`src/rtl/vec_acc_requant_pkg.sv`:
```
// Shared types and constants for the partial-sum accumulator / int8 requantiser.
package vec_acc_requant_pkg;

    localparam int unsigned CFG_SCALE_WIDTH = 16;
    localparam int unsigned CFG_SHIFT_WIDTH = 5;

    localparam int INT8_MAX = 127;
    localparam int INT8_MIN = -128;

    typedef enum logic {
        ST_IDLE,
        ST_ACCUM
    } acc_state_t;

    typedef struct packed {
        logic [CFG_SCALE_WIDTH-1:0] scale;
        logic [CFG_SHIFT_WIDTH-1:0] shift;
    } requant_cfg_t;

endpackage

```
`src/rtl/vec_acc_requant_result_fifo.sv`:
```
// Small synchronous FIFO for requantised results; storage is reset so the head reads 0 after reset.
module vec_acc_requant_result_fifo #(
    parameter int unsigned WIDTH = 8,
    parameter int unsigned DEPTH = 2
) (
    input  logic             clk,
    input  logic             rst,
    input  logic             push,
    input  logic [WIDTH-1:0] wdata,
    input  logic             pop,
    output logic [WIDTH-1:0] rdata,
    output logic             full,
    output logic             empty
);

    localparam int unsigned PTR_W = $clog2(DEPTH);

    logic [WIDTH-1:0] mem [DEPTH];
    logic [PTR_W-1:0] wr_ptr;
    logic [PTR_W-1:0] rd_ptr;
    logic [PTR_W:0]   count;
    logic             do_push;
    logic             do_pop;

    assign full    = (count == (PTR_W + 1)'(DEPTH));
    assign empty   = (count == '0);
    assign do_pop  = pop && !empty;
    // A push into a full FIFO is only taken when a pop frees a slot in the same cycle.
    assign do_push = push && (!full || do_pop);
    assign rdata   = mem[rd_ptr];

    always_ff @(posedge clk) begin
        if (rst) begin
            wr_ptr <= '0;
            rd_ptr <= '0;
            count  <= '0;
            for (int i = 0; i < DEPTH; i++) begin
                mem[i] <= '0;
            end
        end else begin
            if (do_push) begin
                mem[wr_ptr] <= wdata;
                wr_ptr      <= wr_ptr + PTR_W'(1);
            end
            if (do_pop) begin
                rd_ptr <= rd_ptr + PTR_W'(1);
            end
            if (do_push && !do_pop) begin
                count <= count + (PTR_W + 1)'(1);
            end else if (!do_push && do_pop) begin
                count <= count - (PTR_W + 1)'(1);
            end
        end
    end

endmodule

```
`src/rtl/vec_acc_requant.sv`:
```
// Accumulates N partial sums per element, requantises to int8 and buffers behind valid/ready.
// Optional macro VEC_ACC_RELU_EN clamps negative results to zero before saturation.
module vec_acc_requant
    import vec_acc_requant_pkg::*;
#(
    parameter int unsigned PSUM_WIDTH  = 32,
    parameter int unsigned CNT_WIDTH   = 8,
    parameter int unsigned SCALE_WIDTH = 16,
    parameter int unsigned OUT_WIDTH   = 8,
    parameter int unsigned FIFO_DEPTH  = 2
) (
    input  logic                         clk,
    input  logic                         rst,
    input  logic                         i_psum_valid,
    input  logic signed [PSUM_WIDTH-1:0] i_psum,
    input  logic [CNT_WIDTH-1:0]         i_num_chunks,
    input  logic [SCALE_WIDTH-1:0]       i_scale,
    input  logic [4:0]                   i_shift,
    input  logic                         i_clr_err,
    output logic                         o_valid,
    input  logic                         i_ready,
    output logic [OUT_WIDTH-1:0]         o_data,
    output logic                         o_busy,
    output logic [1:0]                   o_err
);

    localparam int unsigned PROD_WIDTH = PSUM_WIDTH + SCALE_WIDTH + 1;
    localparam logic signed [PSUM_WIDTH-1:0] ACC_MAX = {1'b0, {(PSUM_WIDTH - 1){1'b1}}};
    localparam logic signed [PSUM_WIDTH-1:0] ACC_MIN = {1'b1, {(PSUM_WIDTH - 1){1'b0}}};
    localparam logic [CNT_WIDTH-1:0]         CNT_ONE = {{(CNT_WIDTH - 1){1'b0}}, 1'b1};
    localparam logic signed [PROD_WIDTH-1:0] Q_MAX   = PROD_WIDTH'(INT8_MAX);
    localparam logic signed [PROD_WIDTH-1:0] Q_MIN   = PROD_WIDTH'(INT8_MIN);

    acc_state_t                    state;
    logic signed [PSUM_WIDTH-1:0]  acc;
    logic [CNT_WIDTH-1:0]          cnt;
    logic [CNT_WIDTH-1:0]          grp_n;
    requant_cfg_t                  grp_cfg;
    requant_cfg_t                  in_cfg;
    logic [CNT_WIDTH-1:0]          in_n;

    logic signed [PSUM_WIDTH:0]    raw_sum;
    logic                          sat_hi;
    logic                          sat_lo;
    logic signed [PSUM_WIDTH-1:0]  sat_sum;
    logic                          last_chunk;
    logic                          finish;
    logic signed [PSUM_WIDTH-1:0]  fin_sum;
    requant_cfg_t                  fin_cfg;
    logic                          acc_ovf;

    logic                          s0_valid;
    logic signed [PSUM_WIDTH-1:0]  s0_sum;
    requant_cfg_t                  s0_cfg;
    logic                          s1_valid;
    logic signed [PROD_WIDTH-1:0]  s1_prod;
    logic [4:0]                    s1_shift;

    logic signed [PROD_WIDTH-1:0]  rnd;
    logic signed [PROD_WIDTH-1:0]  rounded;
    logic signed [PROD_WIDTH-1:0]  shifted;
    logic [OUT_WIDTH-1:0]          q_data;

    logic                          fifo_full;
    logic                          fifo_empty;
    logic                          pop;
    logic                          drop;

    assign in_cfg  = '{scale: i_scale, shift: i_shift};
    assign in_n    = (i_num_chunks == '0) ? CNT_ONE : i_num_chunks;

    assign raw_sum = {acc[PSUM_WIDTH-1], acc} + {i_psum[PSUM_WIDTH-1], i_psum};
    assign sat_hi  = !raw_sum[PSUM_WIDTH] && raw_sum[PSUM_WIDTH-1];
    assign sat_lo  = raw_sum[PSUM_WIDTH] && !raw_sum[PSUM_WIDTH-1];
    assign sat_sum = sat_hi ? ACC_MAX : (sat_lo ? ACC_MIN : raw_sum[PSUM_WIDTH-1:0]);

    assign last_chunk = (({1'b0, cnt} + {1'b0, CNT_ONE}) == {1'b0, grp_n});
    assign finish     = i_psum_valid && ((state == ST_IDLE) ? (in_n == CNT_ONE) : last_chunk);
    assign fin_sum    = (state == ST_IDLE) ? i_psum : sat_sum;
    assign fin_cfg    = (state == ST_IDLE) ? in_cfg : grp_cfg;
    assign acc_ovf    = i_psum_valid && (state == ST_ACCUM) && (sat_hi || sat_lo);
    assign o_busy     = (state == ST_ACCUM);

    always_ff @(posedge clk) begin
        if (rst) begin
            state    <= ST_IDLE;
            cnt      <= '0;
            s0_valid <= 1'b0;
        end else begin
            s0_valid <= finish;
            if (i_psum_valid) begin
                unique case (state)
                    ST_IDLE: begin
                        cnt <= CNT_ONE;
                        if (!finish) state <= ST_ACCUM;
                    end
                    ST_ACCUM: begin
                        cnt <= cnt + CNT_ONE;
                        if (finish) state <= ST_IDLE;
                    end
                    default: state <= ST_IDLE;
                endcase
            end
        end
    end

    always_ff @(posedge clk) begin
        if (i_psum_valid) begin
            if (state == ST_IDLE) begin
                acc     <= i_psum;
                grp_n   <= in_n;
                grp_cfg <= in_cfg;
            end else begin
                acc <= sat_sum;
            end
        end
        if (finish) begin
            s0_sum <= fin_sum;
            s0_cfg <= fin_cfg;
        end
        // Scale is zero-extended so the product stays a signed-by-unsigned multiply.
        s1_prod  <= signed'(PROD_WIDTH'(s0_sum)) * signed'(PROD_WIDTH'(s0_cfg.scale));
        s1_shift <= s0_cfg.shift;
    end

    always_ff @(posedge clk) begin
        if (rst) begin
            s1_valid <= 1'b0;
        end else begin
            s1_valid <= s0_valid;
        end
    end

    always_comb begin
        rnd     = (s1_shift == 5'd0) ? '0 : (PROD_WIDTH'(1) << (s1_shift - 5'd1));
        rounded = s1_prod + rnd;
        shifted = rounded >>> s1_shift;
`ifdef VEC_ACC_RELU_EN
        if (shifted < 0) shifted = '0;
`endif
        if (shifted > Q_MAX) begin
            q_data = OUT_WIDTH'(INT8_MAX);
        end else if (shifted < Q_MIN) begin
            q_data = OUT_WIDTH'(INT8_MIN);
        end else begin
            q_data = shifted[OUT_WIDTH-1:0];
        end
    end

    assign o_valid = !fifo_empty;
    assign pop     = o_valid && i_ready;
    assign drop    = s1_valid && fifo_full && !pop;

    vec_acc_requant_result_fifo #(
        .WIDTH (OUT_WIDTH),
        .DEPTH (FIFO_DEPTH)
    ) u_fifo (
        .clk   (clk),
        .rst   (rst),
        .push  (s1_valid),
        .wdata (q_data),
        .pop   (pop),
        .rdata (o_data),
        .full  (fifo_full),
        .empty (fifo_empty)
    );

    always_ff @(posedge clk) begin
        if (rst) begin
            o_err <= 2'b00;
        end else begin
            o_err <= (i_clr_err ? 2'b00 : o_err) | {acc_ovf, drop};
        end
    end

endmodule
```
`config.mk`:
```
export PLATFORM = sky130hd
export DESIGN_NAME = vec_acc_requant
export DESIGN_NICKNAME = d
export VERILOG_FILES = /design/src/rtl/vec_acc_requant_pkg.sv /design/src/rtl/vec_acc_requant_result_fifo.sv /design/src/rtl/vec_acc_requant.sv
export SDC_FILE = /design/constraint.sdc
export NUM_CORES = 2
export LEC_CHECK = 0
export ABC_AREA = 1
export CORE_MARGIN = 1.5
export CORE_UTILIZATION = 60
export CTS_CLUSTER_DIAMETER = 40
export CTS_CLUSTER_SIZE = 10
export DETAILED_ROUTE_END_ITERATION = 8
export PLACE_DENSITY_LB_ADDON = 0.05
export SYNTH_ARGS = -nofsm -noshare
export SYNTH_HDL_FRONTEND = slang
export SYNTH_SLANG_ARGS = --single-unit
export TNS_END_PERCENT = 1
```
`constraint.sdc`:
```
create_clock -name clk -period 7.5 [get_ports clk]
set_clock_uncertainty 0.1 [all_clocks]
set_input_delay 1.5 -clock clk [delete_from_list [all_inputs] [get_ports clk]]
set_output_delay 1.5 -clock clk [all_outputs]
set_load 0.05 [all_outputs]
```
==> run summary <==
GR Util All Layers -> 0.343
clk buf depth -> 3
worst r2r src -> s0_cfg[10]
Starting Density -> 0.610
Synth Warn # -> 0
fin crit period -> 6.92 ns
Worst Hold Class -> register to register
share of layout cells above drive strength 1 -> 0.0452
worst hold start -> s0_cfg[0]
Clock transition at path regs -> 0.05 ns
worst IR drop on VDD -> 0.000167 V
routed via count -> 29500
FFs w/ async S/R, synth -> 0
placer congestion estimate -> 1.04
WL per Instance -> 17.5 um
utilization after layout -> 0.657
Required @ worst endpoint -> 7.81 ns
Max Fanout on Critical Path -> 12
Post-Synth XOR/XNOR Area -> 0.0195
final setup violation count -> 0
Most used DFF post-synth -> edfxtp_1
placed cell areas -> 35100 um2
Fillers -> 5071
P_leak -> 19.5 nW
actual slew at the worst max-slew pin -> 1.13 ns
Crit Path Class -> register to register
total gr overflow -> 0
cell area after layout -> 36300 um2
Slew Viols, Final -> 0
clock sinks -> 202
final hold vios -> 0
number of buffers created by CTS -> 37
multi-input logic area -> 23800 um2
worst r2r path cells -> 23
fmax -> 0.145 GHz
hold depth -> 0
fraction of the yosys area taken by sequential cells -> 0.158
post-synthesis simple-gate area fraction -> 0.267
post-synthesis compound-gate area fraction -> 0.0541
die footprint -> 57700 um2
pin count of the biggest net entering global routing -> 63
area of the mapped netlist -> 33700 um2
first-pass GRT wire length -> 153 mm
1st-pass router iterations -> 7
post-synth cell types -> 56
Setup crit end kind -> register
drc violations -> 0
Hold-fix buffers, CTS -> 0
Rel. slew slack -> 0.245
multiplexer share of the synthesized area -> 0.00356
cell count after synthesis -> 4674
R2R Setup Slk -> 0.58 ns
number of DRC markers in iteration 0 -> 2374
most used cell, CP -> fa_1
Die H -> 240 um
Post-Synth Adder-Cell Area -> 0.360
status -> complete, no violations
Final TNS setup -> 0 ns
vias per cell -> 5.42
CTS H-tree lvls -> 2
Post-synth EDFFs -> 130
Synth Register Bits -> 202
Max-Cap Viols -> 0
Arr. time, crit path -> 7.23 ns
clock latency on the worst-skew pair -> 0.55 ns
Critical Path Start Type -> register
Final #Nets -> 5400
Hold EP -> s1_shift[0]
Core Area -> 55300 um2
DP HPWL -> 78.6 mm
CTS tree -> done
Routed WL -> 95.1 mm
vias in the first global route -> 29500
row cnt -> 86
main combinational cell family by area after synthesis -> adder cells
IO buf count -> 77
clock root buffer -> clkbuf_16
Ports -> 78
Worst path max stage delay -> 0.65 ns
Die Wd -> 240 um
cells along the critical path -> nand2_1 -> fa_1 -> inv_1 -> fa_1 -> inv_1 -> fa_1 -> fa_1 -> inv_1 -> fa_1 -> fa_1 -> ha_1 -> nand2_1 -> nor2_1 -> inv_1 -> o21bai_1 -> a21oi_1 -> o21ai_1 -> a21oi_1 -> o31ai_2 -> a31oi_1 -> o21ai_1 -> a31oi_1 -> xor2_1
Syn Nets -> 5416
mean post-synth cell area -> 7.22 um2
RSZ-0062 raised after global routing -> no
Pwr per Cell Area -> 146 nW/um2
worst r2r dst -> s1_prod[48]
antenna violations before repair -> 4
diodes inserted -> 0
fin crit share -> 0.922
Area Growth Syn to Fin -> 7.69%
Reg area -> 5350 um2
antenna-violating nets left -> 0
CP max-delay cell -> edfxtp_1
[metal layers]
layer,global-route usage,part of all wire,vias up
met4,0.130,0.039,4
met2,0.567,0.47,1090
met1,0.447,0.41,14000
li1,-,-,14200
met3,0.0654,0.080,212
met5,0,0.00028,-
[synth_stat cells, types with 7 or more instances]
master,instances,area (um2)
inv_1,1009,3790
o21ai_1,7,35.0
o211ai_1,9,67.6
buf_2,29,145
or2_2,22,138
nand3_1,450,2250
xor2_1,40,350
a31oi_1,19,119
clkbuf_1,150,563
dfxtp_1,72,1440
nor2_2,10,62.6
a21oi_1,178,891
nand3_2,14,140
mux2_2,8,90.1
nand2_1,1351,5070
nand4_1,28,175
nand2_2,10,62.6
ha_1,185,2310
edfxtp_1,130,3900
nor2_1,246,923
fa_1,491,9830
o21ai_0,77,385
nor3_1,9,45.0
xnor2_1,35,307
buf_1,13,48.8
[what timing repair did]
item | in CTS | in global routing
setup buffers | 0 | 3
endpoints found under the setup margin | 0 | 1
gates resized for setup | 0 | 1
hold endpoints to repair | 0 | 0
[cell type report]
cell class                      instances  area share
Multi-Input combinational cell       3256       0.654
Sequential cell                       202       0.147
Inverter                             1018       0.105
Timing Repair Buffer                  143      0.0347
Clock buffer                           46      0.0284
Tap cell                              748      0.0258
Clock inverter                         22     0.00430
[cell usage in the layout, fill, tap and decap left out, types with 7 or more instances in the layout]
cell and n:
ha_1 185, nand2_1 1350, edfxtp_1 130, xnor2_1 35, nor2_2 11, clkdlybuf4s50_1 76
nor2_1 245, dfxtp_1 67, nand2_2 11, nor3_1 9, nand3_2 14, inv_6 7
clkbuf_16 40, mux2_2 8, inv_1 1009, buf_4 66, or2_2 22, a31oi_1 19
o21ai_1 7, o211ai_1 9, a21oi_1 178, o21ai_0 77, nand3_1 450, xor2_1 40
nand4_1 28, fa_1 491
[state kept, by name (all words and copies together) (netlist names), 2 cells and up, named ones only]
name / count
s1_shift: 5
u_fifo.mem: 16
s0_sum: 32
o_err: 2
grp_n: 8
u_fifo.count: 2
cnt: 8
s1_prod: 49
s0_cfg: 21
acc: 32
grp_cfg: 21
[kinds of logic (layout without fill, tap and decap cells)]
group / count (synthesis) / in the layout
AO/OA/AOI/OAI: 332 / 332
XOR/XNOR: 75 / 75
adder cells (fa/ha/maj): 676 / 676
buffers and inverters: 1216 / 1229
flip-flops: 202 / 202
multiplexers: 11 / 11
other: 1 / 1
AND/OR/NAND/NOR: 2161 / 2161
[report_power, final]
part / leakage (nW) / switching [W] / internal, W
clock: 0.586 / 0.000619 / 0.000992
combinational: 17.1 / 0.00146 / 0.000754
sequential: 1.84 / 0.000125 / 0.00136
[stage by stage]
| stage | total power (W) | std cells | setup WS, ns | hold slack [ns] |
|---|---|---|---|---|
| 6_report | 0.00531 | 5435 | 0.582 | 0.236 |
| 3_3_place_gp | 0.00365 | 5364 | 0.528 | 0.226 |
| 4_1_cts | 0.00530 | 5432 | 0.406 | 0.239 |
| 2_1_floorplan | 0.00303 | 4674 | 1.05 | 0.223 |
| 3_5_place_dp | 0.00367 | 5364 | 0.461 | 0.228 |
| 5_1_grt | 0.00566 | 5435 | 0.0943 | 0.249 |
[critical path: cells and delay by family (launching register included)]
kind            cells  cell delay, ns
compound gates      8            1.99
flops               1            0.65
buf+inv             4            0.19
xor+xnor            1            0.15
simple gates        3            0.31
fa+ha+maj           7            3.37
[worst max path at each step]
| stage | depth (start not counted) | slack (ns) | from | endpoint |
|---|---|---|---|---|
| 3_5_place_dp | 23 | 0.46 | s0_cfg[10] | s1_prod[48] |
| 6_report | 23 | 0.58 | s0_cfg[10] | s1_prod[48] |
| 4_1_cts | 23 | 0.41 | s0_cfg[10] | s1_prod[48] |
| 2_1_floorplan | 25 | 1.05 | s0_sum[10] | s1_prod[48] |
| 5_1_grt | 25 | 0.09 | s0_cfg[10] | s1_prod[42] |
| 3_3_place_gp | 23 | 0.53 | s0_cfg[10] | s1_prod[48] |
Power figures use the tool's default switching activity.
